### src/rtl/mipi_stream_bringup_seq.sv
// Bring-up and recovery sequencer for the MIPI camera/audio path on the oscillator clock:
// holds the DPHY in reset, qualifies pixel-PLL lock, gates the streams and restarts on failure.
module mipi_stream_bringup_seq #(
  parameter int unsigned RST_LOW_CYCLES       = 14_400_000,
  parameter int unsigned LOCK_STABLE_CYCLES   = 4800,
  parameter int unsigned LOCK_TIMEOUT_CYCLES  = 480_000,
  parameter int unsigned FRAME_TIMEOUT_CYCLES = 9_600_000,
  parameter int unsigned MAX_RETRIES          = 3
) (
  input  logic       clk_osc,
  input  logic       reset_n_HFCLKOUT,
  input  logic       cam_app_en_i,
  input  logic       aud_app_en_i,
  input  logic       pll_lock_i,
  input  logic       cam_fv_i,
  output logic       mipi_reset_n_o,
  output logic       cam_stream_en_o,
  output logic       aud_stream_en_o,
  output logic       fault_o,
  output logic [2:0] state_o,
  output logic [3:0] retry_cnt_o,
  output logic [7:0] restart_total_o
);

  typedef enum logic [2:0] {
    IDLE       = 3'd0,
    MIPI_RST   = 3'd1,
    WAIT_LOCK  = 3'd2,
    WAIT_FRAME = 3'd3,
    STREAM     = 3'd4,
    FAULT      = 3'd5
  } state_e;

  // Timers load N-1 and act when they read 0, so each visit lasts exactly N cycles.
  localparam logic [31:0] RST_LOAD    = 32'(RST_LOW_CYCLES - 1);
  localparam logic [31:0] LOCK_LOAD   = 32'(LOCK_TIMEOUT_CYCLES - 1);
  localparam logic [31:0] FRAME_LOAD  = 32'(FRAME_TIMEOUT_CYCLES - 1);
  localparam logic [31:0] LOCK_STABLE = 32'(LOCK_STABLE_CYCLES);
  localparam logic [3:0]  RETRY_LIMIT = 4'(MAX_RETRIES);

  // Synchronizer bit order: {fv, lock, aud, cam}.
  logic [3:0] sync1_q, sync2_q;
  logic       fv_dly_q;
  logic       cam_en_s, aud_en_s, lock_s, fv_s, fv_rise, any_en;

  always_ff @(posedge clk_osc or negedge reset_n_HFCLKOUT) begin
    if (!reset_n_HFCLKOUT) begin
      sync1_q  <= '0;
      sync2_q  <= '0;
      fv_dly_q <= 1'b0;
    end else begin
      // NOTE: non-blocking assignments make each stage sample the previous stage's old value.
      sync1_q  <= {cam_fv_i, pll_lock_i, aud_app_en_i, cam_app_en_i};
      sync2_q  <= sync1_q;
      fv_dly_q <= sync2_q[3];
    end
  end

  assign cam_en_s = sync2_q[0];
  assign aud_en_s = sync2_q[1];
  assign lock_s   = sync2_q[2];
  assign fv_s     = sync2_q[3];
  assign fv_rise  = fv_s & ~fv_dly_q;
  assign any_en   = cam_en_s | aud_en_s;

  state_e      state_q, state_d;
  logic [31:0] timer_q, timer_d;
  logic [31:0] stable_q, stable_d;
  logic [3:0]  retry_q, retry_d;
  logic [7:0]  total_q, total_d;
  logic        timer_zero, do_retry;
  logic        mipi_reset_n_q, cam_stream_en_q, aud_stream_en_q, fault_q;

  always_comb begin
    // NOTE: every variable gets a default first so no path leaves it unassigned (no latches).
    state_d    = state_q;
    timer_zero = (timer_q == '0);
    timer_d    = timer_zero ? '0 : timer_q - 32'd1;
    stable_d   = '0;
    retry_d    = retry_q;
    total_d    = total_q;
    do_retry   = 1'b0;

    if (state_q != IDLE && !any_en) begin
      state_d = IDLE;
    end else begin
      unique case (state_q)
        IDLE: begin
          retry_d = '0;
          if (any_en) begin
            state_d = MIPI_RST;
            timer_d = RST_LOAD;
          end
        end
        MIPI_RST: begin
          if (timer_zero) begin
            state_d = WAIT_LOCK;
            timer_d = LOCK_LOAD;
          end
        end
        WAIT_LOCK: begin
          stable_d = lock_s ? stable_q + 32'd1 : '0;
          if (timer_zero) begin
            do_retry = 1'b1;
          end else if (lock_s && (stable_q + 32'd1 == LOCK_STABLE)) begin
            state_d = WAIT_FRAME;
            timer_d = FRAME_LOAD;
          end
        end
        WAIT_FRAME: begin
          // An FV edge on the expiry cycle counts as progress, not a timeout.
          if (!lock_s || (cam_en_s && timer_zero && !fv_rise)) begin
            do_retry = 1'b1;
          end else if (!cam_en_s || fv_rise) begin
            state_d = STREAM;
            timer_d = FRAME_LOAD;
            retry_d = '0;
          end
        end
        STREAM: begin
          // The frame watchdog only runs while the camera is enabled.
          if (!lock_s || (cam_en_s && timer_zero && !fv_rise)) begin
            do_retry = 1'b1;
          end else if (!cam_en_s || fv_rise) begin
            timer_d = FRAME_LOAD;
          end
        end
        FAULT:   state_d = FAULT;
        default: state_d = IDLE;
      endcase

      if (do_retry) begin
        if (retry_q == RETRY_LIMIT) begin
          state_d = FAULT;
        end else begin
          retry_d = retry_q + 4'd1;
          total_d = (total_q == 8'hFF) ? total_q : total_q + 8'd1;
          state_d = MIPI_RST;
          timer_d = RST_LOAD;
        end
      end
    end
  end

  always_ff @(posedge clk_osc or negedge reset_n_HFCLKOUT) begin
    if (!reset_n_HFCLKOUT) begin
      state_q         <= IDLE;
      timer_q         <= '0;
      stable_q        <= '0;
      retry_q         <= '0;
      total_q         <= '0;
      mipi_reset_n_q  <= 1'b0;
      cam_stream_en_q <= 1'b0;
      aud_stream_en_q <= 1'b0;
      fault_q         <= 1'b0;
    end else begin
      state_q         <= state_d;
      timer_q         <= timer_d;
      stable_q        <= stable_d;
      retry_q         <= retry_d;
      total_q         <= total_d;
      mipi_reset_n_q  <= state_d inside {WAIT_LOCK, WAIT_FRAME, STREAM};
      cam_stream_en_q <= (state_d == STREAM) && cam_en_s;
      aud_stream_en_q <= (state_d inside {WAIT_FRAME, STREAM}) && aud_en_s;
      fault_q         <= (state_d == FAULT);
    end
  end

  assign state_o         = state_q;
  assign retry_cnt_o     = retry_q;
  assign restart_total_o = total_q;
  assign mipi_reset_n_o  = mipi_reset_n_q;
  assign cam_stream_en_o = cam_stream_en_q;
  assign aud_stream_en_o = aud_stream_en_q;
  assign fault_o         = fault_q;

endmodule

### config.mk
export PLATFORM = sky130hd
export DESIGN_NAME = mipi_stream_bringup_seq
export DESIGN_NICKNAME = d
export VERILOG_FILES = /design/src/rtl/mipi_stream_bringup_seq.sv
export SDC_FILE = /design/constraint.sdc
export NUM_CORES = 1
export LEC_CHECK = 0
export CAP_MARGIN = 25
export CORE_MARGIN = 1.5
export CORE_UTILIZATION = 55
export CTS_BUF_LIST = sky130_fd_sc_hd__clkbuf_16
export CTS_CLUSTER_SIZE = 12
export DETAILED_ROUTE_END_ITERATION = 10
export HOLD_SLACK_MARGIN = 0.15
export PLACE_DENSITY = 0.87
export SYNTH_ARGS = -nofsm -noshare
export SYNTH_HDL_FRONTEND = slang
export SYNTH_SLANG_ARGS = --single-unit
### constraint.sdc
create_clock -name clk_osc -period 2.85 [get_ports clk_osc]
set_input_delay 0.57 -clock clk_osc [delete_from_list [all_inputs] [get_ports clk_osc]]
set_output_delay 0.57 -clock clk_osc [all_outputs]
set_load 0.01 [all_outputs]
==> out/qor.txt, run 1 <==
Tmin final: 2.89 ns
Wirelength per Cell: 19.9 microns
Hold Vio Cnt, Final: 0
clk_lat worst skew: 0.35 ns
clk sinks: 92
initial antenna violation count: 0
Die Y: 100 microns
mean post-synth cell area: 9.25 sq um
#FFs+latches synth: 92
Worst Tran Pin Value: 0.622 ns
slew margin rel.: 0.585
outcome: finished, violations left
Clock Path Buffers: 2
MaxCap Viol Count: 0
worst slack, placed: -0.0725 ns
Initial DRC Count: 620
RSZ-0062 raised after global routing: true
fin crit share: 1.01
post-route insts no fill: 766
Setup Skew: 0.00835 ns
number of global-route vias before repair: 4772
Final WS setup: -0.0392 ns
sequential power share: 0.478
Sum Neg Setup Slack: -0.0724 ns
failing checks: setup timing
Mapped Area: 5180 sq um
Primary FF master, synth: dfrtp_1
sequential area share after synthesis: 0.444
Psw: 0.713 mW
Post-synth EDFFs: 0
layout cell share with drive strength beyond 1: 0.249
die width: 100 microns
Via density: 6.45
P&R area growth vs syn: 28.3%
top cells by area, synth: dfrtp_1 (44%), xnor2_1 (6.6%), xor2_1 (4.7%), nor2_1 (4.7%), nand2_1 (3.3%)
largest net degree at the start of global routing: 47
max frequency: 346 MHz
Fin Hold WS: 0.226 ns
number of detailed-route iterations in the first pass: 7
cell area after layout: 6640 sq um
IO Port Bufs: 24
Hold-fix buffers, CTS: 0
worst r2r src: timer_q[8]$_DFF_PN0_
clock-pin slew on the worst setup and hold paths: 0.07 ns
placed cell count: 731
# diodes: 0
net count after synthesis: 571
grt ovf: 0
DRC: 0
Pint: 2.13 mW
most frequent cells in the layout: dfrtp_1 (89), buf_4 (76), nor2_1 (64)
worst-path maximum fanout: 5
first-pass GRT wire length: 23500 microns
CTS tree: done
commonest non-fill, non-tap cell in the layout: dfrtp_1
All-Layer GR Usage: 0.297
yosys warns: 0
Core Box Area: 9200 sq um
gpl congestion: 0.926
CTS H-tree lvls: 3
IO Count: 25
count of cell types in the netlist: 53
Initial Utilization: 0.563
Post-Synthesis Cells: 560
row count: 35
routed vias: 4938
Setup-failing EPs final: 4
arrival time worst endpoint: 3.12 ns
top cell type's share of synthesized area: 0.444
R2R setup slack: -0.04 ns
Leak: 2.76 nW
crit end category: register
Crit Path Category: register to register
worst r2r dst: restart_total_o[7]$_DFFE_PN0P_
Hold WC Path Type: input pin to asynchronous set/reset pin
Gate power share: 0.084
Crit path required time: 3.08 ns
Worst Reg2Reg Path Length in Cells: 9
Post-synth ARST share: 1.00
Worst setup SP type: register
Die Area: 10000 sq um
peak supply drop: 376 uV
final wirelength: 15300 microns
dpl hpwl: 8770 microns
DP Area: 5920 sq um
CTS buffer count: 9
sw frac: 0.251
Routed Antenna Nets: 0
clock network power share: 0.438
Root Buffer: clkbuf_16
pwr/cell area: 427 nW/um^2
largest area contributor in the netlist: dfrtp_1
nets: 661
pins over their slew limit: 0
## power by group through the flow
stage	clock network, mW	registers [mW]	logic [mW]
after floorplan	0	1.37	0.100
after global placement	0	1.38	0.174
after detailed placement	0	1.38	0.182
after CTS	1.25	1.36	0.224
after global routing	1.30	1.36	0.254
final	1.24	1.36	0.239
## worst max-delay path by stage
stage / startpoint / end / slack (ns) / depth (start not counted)
2_1_floorplan: timer_q[0]$_DFF_PN0_ / restart_total_o[5]$_DFFE_PN0P_ / -0.14 / 12
3_3_place_gp: stable_q[0]$_DFF_PN0_ / timer_q[16]$_DFF_PN0_ / 0.05 / 10
3_5_place_dp: timer_q[21]$_DFF_PN0_ / restart_total_o[7]$_DFFE_PN0P_ / -0.07 / 8
4_1_cts: timer_q[0]$_DFF_PN0_ / restart_total_o[7]$_DFFE_PN0P_ / -0.03 / 10
5_1_grt: timer_q[8]$_DFF_PN0_ / restart_total_o[7]$_DFFE_PN0P_ / -0.13 / 9
6_report: timer_q[8]$_DFF_PN0_ / restart_total_o[7]$_DFFE_PN0P_ / -0.04 / 9
## flip-flops by register name, indices dropped and copies added (netlist names)
name and flops:
aud_stream_en_o 1, sync1_q 4, state_o 3, fv_dly_q 1
retry_cnt_o 4, cam_stream_en_o 1, restart_total_o 8, mipi_reset_n_o 1
sync2_q 4, fault_o 1, stable_q 32, timer_q 32
## worst max-delay path: stages (launching register included)
cell and delay, ns:
dfrtp_1 0.39, or4_4 0.60, nor4_4 0.37, nand4_2 0.20
a2111oi_4 0.38, buf_4 0.19, and2_4 0.14, and4_4 0.26
nand3_4 0.09, xnor2_2 0.15
## logic make-up after synthesis
logic type                 after synthesis  share of synthesized area
AOI/OAI and AO/OA                      101                      0.131
xor gates and xnor gates                67                      0.113
adders and majority gates                5                     0.0121
buffers and inverters                   33                     0.0246
DFF                                     92                      0.444
muxes                                    6                     0.0123
and+or+nand+nor                        256                      0.262
## what timing repair did
| action | in CTS | in global routing |
|---|---|---|
| setup endpoints to repair | 39 | 46 |
| pin swaps | 6 | 15 |
| gates cloned | 0 | 2 |
| setup buffers | 6 | 11 |
| resized for setup | 28 | 41 |
## through the flow
| step | power (mW) | util |
|---|---|---|
| 6_report | 2.84 | 0.722 |
| 5_1_grt | 2.91 | 0.722 |
| 4_1_cts | 2.83 | 0.694 |
| 3_5_place_dp | 1.56 | 0.644 |
| 3_3_place_gp | 1.55 | 0.644 |
| 2_1_floorplan | 1.47 | - |
## routing by layer
layer  wire length [microns]  GRT usage  share of wire
met5                       0          0              0
met4                     572      0.120          0.037
met3                    1090     0.0669          0.071
met2                    7760      0.504           0.51
met1                    5850      0.368           0.38
## cell usage after synthesis, drive strengths merged, types with 2 or more instances
cell     count
dfrtp       92
a311oi       3
or2          7
and2        10
o211ai      12
a21o         3
nor4        12
o31ai        3
or3         10
a21oi       24
nand2b       8
o21bai       2
a21boi       2
mux2i        3
mux2         3
buf          3
inv         10
o22ai        2
o21ai       23
and3        11
or4b         2
a211o        5
clkbuf      20
nor2        65
and4         8
o31a         4
nand3       25
ha           5
a2bb2oi      2
nand4       21
or4          7
nor3        16
xnor2       39
a211oi       4
nand2       45
nor2b        5
a31oi        5
xor2        28
## layout make-up
type / count / area [sq um]
Clock buffer: 9 / 225
Clock inverter: 7 / 81.3
Fill cell: 611 / 2550
Inverter: 10 / 37.5
Multi-Input combinational cell: 435 / 3030
Sequential cell: 92 / 2310
Tap cell: 111 / 139
Timing Repair Buffer: 102 / 822
(Power assumes the default switching activity.)
==> run 2, diff against run 1 <==
- CORE_UTILIZATION: 55 -> 57
- CTS_BUF_LIST: sky130_fd_sc_hd__clkbuf_16 -> sky130_fd_sc_hd__clkbuf_8
- PLACE_DENSITY: 0.87 -> 0.89
==> out/qor.txt, run 2 (same netlist as run 1, synthesis figures left out) <==
Setup Skew: 0.0184 ns (+0.0100 ns)
Layout Utilization: 0.726 (+0.00371)
clock-pin slew on the worst setup and hold paths: 0.09 ns (+0.02 ns)
Root Buffer: clkbuf_8
pwr/cell area: 375 nW/um^2 (-12%)
dpl hpwl: 8840 microns (+0.76%)
Final WS setup: 0.0256 ns (+0.0648 ns)
CTS tree: done
Setup-failing EPs final: 0 (-4)
Routed Antenna Nets: 0 (unchanged)
routed vias: 4868 (-1.4%)
Die Area: 9670 sq um (-3.4%)
Wirelength per Cell: 18.0 microns (-9.8%)
Filler cells: 600 (-1.8%)
pins over their slew limit: 0 (unchanged)
die width: 98.3 microns (-1.7%)
Cell Chain, Critical Path: or4_1 > nor2_1 > nand4_2 > a2111oi_4 > and2_1 > buf_4 > mux2_2
Core Box Area: 8760 sq um (-4.7%)
Initial Utilization: 0.591 (+0.0278)
RSZ-0062 raised after global routing: true
Tmin final: 2.82 ns (-0.0648 ns)
final wirelength: 13600 microns (-11%)
number of global-route vias before repair: 4667 (-2.2%)
worst r2r src: timer_q[15]$_DFF_PN0_
MaxCap Viol Count: 0 (unchanged)
DP Area: 5940 sq um (+0.27%)
Initial DRC Count: 513 (-17%)
max frequency: 354 MHz (+2.3%)
CTS H-tree lvls: 3 (unchanged)
CTS buffer count: 9 (unchanged)
grt ovf: 0 (unchanged)
IO Count: 25 (unchanged)
top cell family by delay on the critical path: simple AND/OR/NAND/NOR gates
Hold WC Path Type: input pin to asynchronous set/reset pin
All-Layer GR Usage: 0.271 (-0.0256)
P&R area growth vs syn: 22.9%
cell area after layout: 6360 sq um (-4.2%)
worst slack, placed: -0.0462 ns (+0.0263 ns)
Worst Tran Pin Value: 0.588 ns (-0.0339 ns)
row count: 34 (-2.9%)
# diodes: 0 (unchanged)
worst-path maximum fanout: 5 (unchanged)
most frequent cells in the layout: dfrtp_1 (91), buf_4 (65), nor2_1 (61)
commonest non-fill, non-tap cell in the layout: dfrtp_1
arrival time worst endpoint: 3.07 ns (-0.05 ns)
Hold-fix buffers, CTS: 0 (unchanged)
Register Area: 2300 sq um (-0.11%)
Worst setup SP type: register
gpl congestion: 0.909 (-1.8%)
outcome: finished, final reports clean
DRC: 0 (unchanged)
Leak: 2.68 nW (-3.0%)
initial antenna violation count: 0 (unchanged)
Hold Vio Cnt, Final: 0 (unchanged)
number of detailed-route iterations in the first pass: 6 (-1)
IO Port Bufs: 24 (unchanged)
fin crit share: 0.991 (-0.0227)
crit end category: register
crit path from: timer_q[15]$_DFF_PN0_
slew margin rel.: 0.608 (+0.0226)
Crit path required time: 3.10 ns (+0.02 ns)
clk sinks: 92 (unchanged)
Worst Path Buf+Inv: 1 (unchanged)
Clock Path Buffers: 2 (unchanged)
peak supply drop: 307 uV (-18%)
Crit Path Category: register to register
Max stage delay cell, worst path: or4_1
clk_lat worst skew: 0.37 ns (+0.02 ns)
layout cell share with drive strength beyond 1: 0.209 (-0.0402)
Die Y: 98.3 microns (-1.7%)
nets: 653 (-1.2%)
largest net degree at the start of global routing: 43 (-8.5%)
first-pass GRT wire length: 21500 microns (-8.2%)
Multi-input gate area: 2920 sq um (-3.9%)
Via density: 6.45 (about the same)
max incr delay on CP: 0.62 ns (+0.02 ns)
run 2: cell types whose count changed in the layout (fill, tap and decap cells not counted), moves of 4 or more:
cell       change
clkbuf_16      -9
clkbuf_8       +9
nand3_1        +4
buf_4         -11
run 2: path summary, 6_finish.rpt:
kind	slack [ns]	to	cells past startpoint
worst max-delay path	0.03	restart_total_o[1]$_DFFE_PN0P_	7
worst min-delay path	0.21	timer_q[28]$_DFF_PN0_	1
worst max register to register	0.03	restart_total_o[1]$_DFFE_PN0P_	7
worst min register to register	0.35	sync2_q[3]$_DFF_PN0_	0
max in group asynchronous	1.97	stable_q[16]$_DFF_PN0_	2
min in group clk_osc	0.35	sync2_q[3]$_DFF_PN0_	0
run 2: layer usage:
layer / global-route usage / wire length, microns
met1: 0.350 / 5390
met2: 0.455 / 6710
met3: 0.0465 / 951
met4: 0.112 / 530
met5: 0 / 0
run 2: area by class of cell:
class / instances / area share
repair buffers: 94 / 0.124
inverters: 10 / 0.00590
well taps: 108 / 0.0212
multi-input cells: 435 / 0.458
clock inverters: 7 / 0.00904
flip-flops and latches: 92 / 0.362
clock buffers: 9 / 0.0195
run 2: per-stage QoR:
step                hold slack [ns]  total power, mW  TNS, ns  instances
finish                        0.205             2.39        0        755
global route                  0.237             2.46    -1.18        755
CTS                           0.209             2.37        0        746
detailed placement            0.338             1.56   -0.231        729
global placement              0.332             1.55        0        729
floorplan                     0.274             1.47   -0.375        560
run 2: what timing repair did:
item | CTS | global route
setup endpoints to repair | 20 | 44
cloned | 0 | 2
pin swaps | 2 | 4
resized for setup | 11 | 41
setup buffers | 1 | 7
run 2: power by group:
part	switching, mW	leakage [nW]	internal (mW)	total (mW)
Combinational	0.119	1.42	0.0822	0.201
Clock	0.502	0.0881	0.329	0.831
Sequential	0.0248	1.17	1.33	1.35
Total	0.646	2.68	1.74	2.39
